`config.mk`:
```
export PLATFORM = sky130hd
export DESIGN_NAME = id_ex_stage
export DESIGN_NICKNAME = d
export VERILOG_FILES = /design/src/rtl/id_ex_stage_pkg.sv /design/src/rtl/id_ex_stage_forward.sv /design/src/rtl/id_ex_stage.sv
export SDC_FILE = /design/constraint.sdc
export NUM_CORES = 1
export LEC_CHECK = 0
export ABC_AREA = 1
export CAP_MARGIN = 20
export CORE_MARGIN = 8
export CORE_UTILIZATION = 49
export DETAILED_ROUTE_END_ITERATION = 8
export GPL_TIMING_DRIVEN = 0
export PLACE_DENSITY_LB_ADDON = 0.2
export SYNTH_ARGS = -nofsm -noshare
export SYNTH_HDL_FRONTEND = slang
export SYNTH_HIERARCHICAL = 1
export SYNTH_SLANG_ARGS = --single-unit
```
`constraint.sdc`:
```
create_clock -name clk -period 4.4 [get_ports clk]
set_input_delay 0.66 -clock clk [delete_from_list [all_inputs] [get_ports clk]]
set_output_delay 0.66 -clock clk [all_outputs]
set_load 0.01 [all_outputs]
```
`src/rtl/id_ex_stage_pkg.sv`:
```
// Shared CPU definitions used by the ID/EX pipeline stage.
//   - ALU function encodings (bits [5:4] pick the add/sub, logic, shift or
//     compare group in the ALU)
//   - register-0 index constant (register 0 is hardwired to zero)
//   - EX control bundle and a forwarding-match helper
package id_ex_stage_pkg;

    localparam logic [4:0] REG_ZERO = 5'd0;

    typedef enum logic [5:0] {
        ALU_ADD   = 6'b000000,
        ALU_SUB   = 6'b000001,
        ALU_AND   = 6'b011000,
        ALU_OR    = 6'b011110,
        ALU_XOR   = 6'b010110,
        ALU_NOR   = 6'b010001,
        ALU_PASSA = 6'b011010,
        ALU_SLL   = 6'b100000,
        ALU_SRL   = 6'b100001,
        ALU_SRA   = 6'b100011,
        ALU_EQ    = 6'b110011,
        ALU_NE    = 6'b110001,
        ALU_LT    = 6'b110101,
        ALU_LEZ   = 6'b111101,
        ALU_LTZ   = 6'b111011,
        ALU_GTZ   = 6'b111111
    } alu_fun_e;

    typedef struct packed {
        logic valid;
        logic reg_write;
        logic mem_read;
        logic mem_write;
    } ex_ctrl_t;

    // A later-stage write matches a source operand only for a nonzero index;
    // register 0 always reads as its stored (zero) value.
    function automatic logic reg_hit(input logic [4:0] rd, input logic [4:0] idx);
        return (rd == idx) && (idx != REG_ZERO);
    endfunction

endpackage

```
`src/rtl/id_ex_stage_forward.sv`:
```
// Operand forwarding mux for one source operand.
// Ports:
//   idx          registered source register index
//   reg_data     register-file value captured in ID
//   exm_*        EX/MEM write-back candidate (highest priority)
//   mwb_*        MEM/WB write-back candidate
//   fwd_data     selected operand value
module forward_unit
    import id_ex_stage_pkg::*;
(
    input  logic [4:0]  idx,
    input  logic [31:0] reg_data,
    input  logic        exm_reg_write,
    input  logic [4:0]  exm_rd,
    input  logic [31:0] exm_result,
    input  logic        mwb_reg_write,
    input  logic [4:0]  mwb_rd,
    input  logic [31:0] mwb_data,
    output logic [31:0] fwd_data
);

    always_comb begin
        fwd_data = reg_data;
        if (exm_reg_write && reg_hit(exm_rd, idx))
            fwd_data = exm_result;
        else if (mwb_reg_write && reg_hit(mwb_rd, idx))
            fwd_data = mwb_data;
    end

endmodule

```
`src/rtl/id_ex_stage.sv`:
```
// ID/EX pipeline register with operand forwarding, load-use stall detection
// and bubble insertion.
// Ports:
//   clk, reset (async, active-low)
//   ID_*       decoded instruction fields from the ID stage
//   EXM_*/MWB_* forwarding sources from EX/MEM and MEM/WB
//   Flush      taken branch/jump: kill the instruction entering EX
//   DataA/DataB/ALUFun/Sign  ALU operands and function
//   EX_*       control and store data carried into EX/MEM
//   Stall      load-use hazard, hold PC and IF/ID
//   BubbleCount saturating count of inserted bubbles
module id_ex_stage
    import id_ex_stage_pkg::*;
(
    input  logic        clk,
    input  logic        reset,
    input  logic        ID_Valid,
    input  logic [31:0] ID_RsData,
    input  logic [31:0] ID_RtData,
    input  logic [4:0]  ID_Rs,
    input  logic [4:0]  ID_Rt,
    input  logic [4:0]  ID_Rd,
    input  logic [31:0] ID_Imm,
    input  logic [4:0]  ID_Shamt,
    input  logic [5:0]  ID_ALUFun,
    input  logic        ID_Sign,
    input  logic        ID_ALUSrcA,
    input  logic        ID_ALUSrcB,
    input  logic        ID_RegWrite,
    input  logic        ID_MemRead,
    input  logic        ID_MemWrite,
    input  logic        EXM_RegWrite,
    input  logic [4:0]  EXM_Rd,
    input  logic [31:0] EXM_Result,
    input  logic        MWB_RegWrite,
    input  logic [4:0]  MWB_Rd,
    input  logic [31:0] MWB_Data,
    input  logic        Flush,
    output logic [31:0] DataA,
    output logic [31:0] DataB,
    output logic [5:0]  ALUFun,
    output logic        Sign,
    output logic        EX_Valid,
    output logic [4:0]  EX_Rd,
    output logic        EX_RegWrite,
    output logic        EX_MemRead,
    output logic        EX_MemWrite,
    output logic [31:0] EX_StoreData,
    output logic        Stall,
    output logic [15:0] BubbleCount
);

    ex_ctrl_t    ctrl_q;
    logic [4:0]  rs_q, rt_q, rd_q, shamt_q;
    logic [31:0] rs_data_q, rt_data_q, imm_q;
    logic [5:0]  alu_fun_q;
    logic        sign_q, src_a_q, src_b_q;
    logic [15:0] bubble_cnt_q;
    logic [31:0] fwd_a, fwd_b;
    logic        bubble;

    // Load-use hazard: the load in EX cannot supply its data in time.
    assign Stall = ctrl_q.valid && ctrl_q.mem_read && (rd_q != REG_ZERO) && ID_Valid
                   && ((rd_q == ID_Rs) || (rd_q == ID_Rt));

    // Stall and Flush together still produce only one bubble.
    assign bubble = Stall || Flush;

    always_ff @(posedge clk or negedge reset) begin
        if (!reset) begin
            ctrl_q    <= '0;
            rs_q      <= '0;
            rt_q      <= '0;
            rd_q      <= '0;
            shamt_q   <= '0;
            rs_data_q <= '0;
            rt_data_q <= '0;
            imm_q     <= '0;
            alu_fun_q <= '0;
            sign_q    <= 1'b0;
            src_a_q   <= 1'b0;
            src_b_q   <= 1'b0;
        end else if (bubble) begin
            // Data fields of a bubble are don't-care; only control is killed.
            ctrl_q    <= '0;
            alu_fun_q <= ALU_ADD;
        end else begin
            ctrl_q.valid     <= ID_Valid;
            ctrl_q.reg_write <= ID_Valid && ID_RegWrite;
            ctrl_q.mem_read  <= ID_Valid && ID_MemRead;
            ctrl_q.mem_write <= ID_Valid && ID_MemWrite;
            rs_q      <= ID_Rs;
            rt_q      <= ID_Rt;
            rd_q      <= ID_Rd;
            shamt_q   <= ID_Shamt;
            rs_data_q <= ID_RsData;
            rt_data_q <= ID_RtData;
            imm_q     <= ID_Imm;
            alu_fun_q <= ID_ALUFun;
            sign_q    <= ID_Sign;
            src_a_q   <= ID_ALUSrcA;
            src_b_q   <= ID_ALUSrcB;
        end
    end

    always_ff @(posedge clk or negedge reset) begin
        if (!reset)
            bubble_cnt_q <= '0;
        else if (bubble && (bubble_cnt_q != 16'hFFFF))
            bubble_cnt_q <= bubble_cnt_q + 16'd1;
    end

    forward_unit u_fwd_a (
        .idx           (rs_q),
        .reg_data      (rs_data_q),
        .exm_reg_write (EXM_RegWrite),
        .exm_rd        (EXM_Rd),
        .exm_result    (EXM_Result),
        .mwb_reg_write (MWB_RegWrite),
        .mwb_rd        (MWB_Rd),
        .mwb_data      (MWB_Data),
        .fwd_data      (fwd_a)
    );

    forward_unit u_fwd_b (
        .idx           (rt_q),
        .reg_data      (rt_data_q),
        .exm_reg_write (EXM_RegWrite),
        .exm_rd        (EXM_Rd),
        .exm_result    (EXM_Result),
        .mwb_reg_write (MWB_RegWrite),
        .mwb_rd        (MWB_Rd),
        .mwb_data      (MWB_Data),
        .fwd_data      (fwd_b)
    );

    assign DataA        = src_a_q ? {27'b0, shamt_q} : fwd_a;
    assign DataB        = src_b_q ? imm_q : fwd_b;
    assign EX_StoreData = fwd_b;
    assign ALUFun       = alu_fun_q;
    assign Sign         = sign_q;
    assign EX_Valid     = ctrl_q.valid;
    assign EX_Rd        = rd_q;
    assign EX_RegWrite  = ctrl_q.reg_write;
    assign EX_MemRead   = ctrl_q.mem_read;
    assign EX_MemWrite  = ctrl_q.mem_write;
    assign BubbleCount  = bubble_cnt_q;

endmodule

```
==> impl_metrics.yaml <==
placed_design:
  port_buffers: 336
  placed_area_um2: 13000
  gp_congestion: 0.930
  hpwl_um: 27500
clock_tree:
  worstSkewPairLatency_ns: 0.43
  hold_buffers: 0
  cts_resized: 0
  postCtsSetupRepairBufs: 0
  h-tree-depth: 4
  clkTransAtPathRegs_ns: 0.06
  root_buffer: "clkbuf_16"
  cts_tree: "done"
  cts_buffer_depth: 2
  cts_made_buffers: 17
  cts_sinks: 145
route:
  antenna_left: 0
  vias: 10400
  first_pass_iters: 6
  routed_wl_um: 36100
  wl_per_cell_um: 18.1
  drc: 0
  drt_iter0_drc: 768
  vias_per_cell: 5.19
worst_setup_path:
  crit_path_max_fanout: 10
  cp_data_arrival_time_ns: 3.11
  crit_path_end_kind: "output port"
  cp.required_ns: 3.74
  cp-start-kind: "input pin"
  criticalPathCategory: "input pin to output port"
global_routing:
  antenna_found_initial: 4
  grt_pass1_wl_um: 56000
  grt_pass1_vias: 10400
  grt-ovfl-total: 0
  grt_max_degree: 75
  grt_use_total: 0.302
sta:
  hold_viol: 0
  rsz0062_at_grt: "false"
  fmax_mhz: 265
  finalSetupViolCount: 0
  period_needed_ns: 3.77
  clock-skew-final_ns: 0.00905
  finalCritPeriodShare: 0.857
  tightest_slew_ns: 0.839
  slew-limit-headroom: 0.441
  slew_violations: 0
floorplan:
  die_w_um: 154
  core.rowCount: 50
  start_util: 0.500
  dieArea_um2: 23800
  fp.dieH_um: 154
  core_um2: 18700
  ios: 337
pwr:
  finalPower_uw: 4310
  p_leak_uw: 0.00722
  power_density_nw_per_um2: 316
  irDropWorstVdd_mv: 0.282
synth:
  synth_area_leaders: "dfrtp_1, nand2_1, nand3_1"
  syn-num-nets: 1602
  ys_seq_elements: 145
  ys_seq_area_frac: 0.388
  synth_cell_types: 30
  ys_warn_count: 6
  synth_area_um2: 9350
  avgSynthCellArea_um2: 6.71
  synth.top_cell.area_share: 0.388
  synth_cells: 1393
  yosysTopAreaCell: "dfrtp_1"
cells_and_area:
  drive_gt1_frac: 0.0897
  syn_to_final_growth_pct: 46.0
  fin_area_um2: 13700
  final_nets: 1958
run_status:
  status: "completed"
min_path:
  min_path_type: "input pin to asynchronous set/reset pin"
job:
  maxCapViolCount: 0
state kept, by name (all words and copies together) (netlist names), 5 cells and up:
register,count
rt_q,5
rt_data_q,32
shamt_q,5
ALUFun,6
imm_q,32
rs_data_q,32
rs_q,5
EX_Rd,5
BubbleCount,16
final cells by class:
class / count / area, um2
Fill cell: 1616 / 5050
Multi-Input combinational cell: 959 / 4470
Sequential cell: 145 / 3630
Timing Repair Buffer: 337 / 3390
Inverter: 209 / 785
Clock buffer: 21 / 480
Buffer: 80 / 468
Tap cell: 234 / 293
Clock inverter: 10 / 133
Antenna cell: 3 / 7.51
worst max-delay path, cell delays in order:
cell,delay (ns)
clkdlybuf4s50_1,0.59
inv_1,0.06
nand2_1,0.05
nand2_1,0.05
inv_1,0.04
nand2_1,0.07
nor2_4,0.25
buf_4,0.25
nand3_1,0.09
nand3_1,0.10
nand2_1,0.11
mux2_2,0.27
clkdlybuf4s50_1,0.51
synth_stat cells, drive strengths merged:
| cell | instances |
|---|---|
| a21boi | 2 |
| nand2 | 544 |
| nor2 | 65 |
| nand4 | 7 |
| clkbuf | 16 |
| xor2 | 6 |
| nand3 | 269 |
| mux2 | 37 |
| nand3b | 1 |
| dfrtp | 145 |
| xnor2 | 13 |
| inv | 208 |
| nor3 | 2 |
| nor3b | 1 |
| ha | 1 |
| o21ai | 7 |
| o21a | 2 |
| clkinv | 1 |
| o211ai | 2 |
| buf | 64 |
report_power, final:
part / internal [uW] / total (uW) / switching (uW)
Combinational: 638 / 1230 / 597
Clock: 945 / 1520 / 576
Sequential: 1460 / 1560 / 101
Total: 3040 / 4310 / 1270
metrics by stage:
stage          setup slack [ns]  utilization  setup TNS [ns]  hold slack (ns)  instances
4_1_cts                   0.650        0.730               0            0.261       1995
5_1_grt                   0.441        0.730               0            0.275       1998
3_3_place_gp              -3.33        0.695         -481.75            0.449       1963
3_5_place_dp              0.679        0.697               0            0.457       1964
6_report                  0.629        0.730               0            0.227       1998
2_1_floorplan              2.00            -               0            0.364       1393
worst paths after layout:
kind,slack [ns],to,startpoint,depth (start not counted)
max in group asynchronous,3.36,rs_data_q[24]$_DFFE_PN0N_,reset,2
min in group clk,0.47,imm_q[13]$_DFFE_PN0N_,imm_q[13]$_DFFE_PN0N_,2
hold / removal,0.23,imm_q[5]$_DFFE_PN0N_,reset,1
setup / recovery,0.63,DataB[27],MWB_Rd[1],13
setup reg to reg,2.21,BubbleCount[11]$_DFFE_PN0P_,BubbleCount[0]$_DFFE_PN0P_,8
hold reg to reg,0.47,imm_q[13]$_DFFE_PN0N_,imm_q[13]$_DFFE_PN0N_,2
cell families after synthesis:
group                    Yosys count  synth area share
flip-flops                       145             0.388
multiplexers                      37            0.0446
AND/OR/NAND/NOR                  889             0.406
buffers and inverters            289             0.134
AO/OA/AOI/OAI                     13           0.00856
XOR/XNOR                          19            0.0178
adder cells (fa/ha/maj)            1           0.00134
routing by layer:
metal | share of wire | global-route usage | vias to the layer above | wire (um)
li1 | - | - | 4993 | -
met1 | 0.37 | 0.349 | 4796 | 13400
met2 | 0.48 | 0.506 | 486 | 17500
met3 | 0.10 | 0.0855 | 94 | 3640
met4 | 0.042 | 0.148 | 2 | 1530
met5 | 0.00025 | 0 | - | 9
layout by cell type, fill, tap and decap left out, drive strengths merged:
cell type	instances
inv	208
clkbuf	37
clkinvlp	3
nor3	2
ha	1
o211ai	2
a21boi	2
nor3b	1
clkdlybuf4s50	335
buf	66
nor2	65
nand3	269
o21ai	7
diode	3
dfrtp	145
nand2	544
bufinv	3
mux2	37
xnor2	13
clkinv	5
o21a	2
xor2	6
nand3b	1
nand4	7
(Power assumes the default switching activity.)
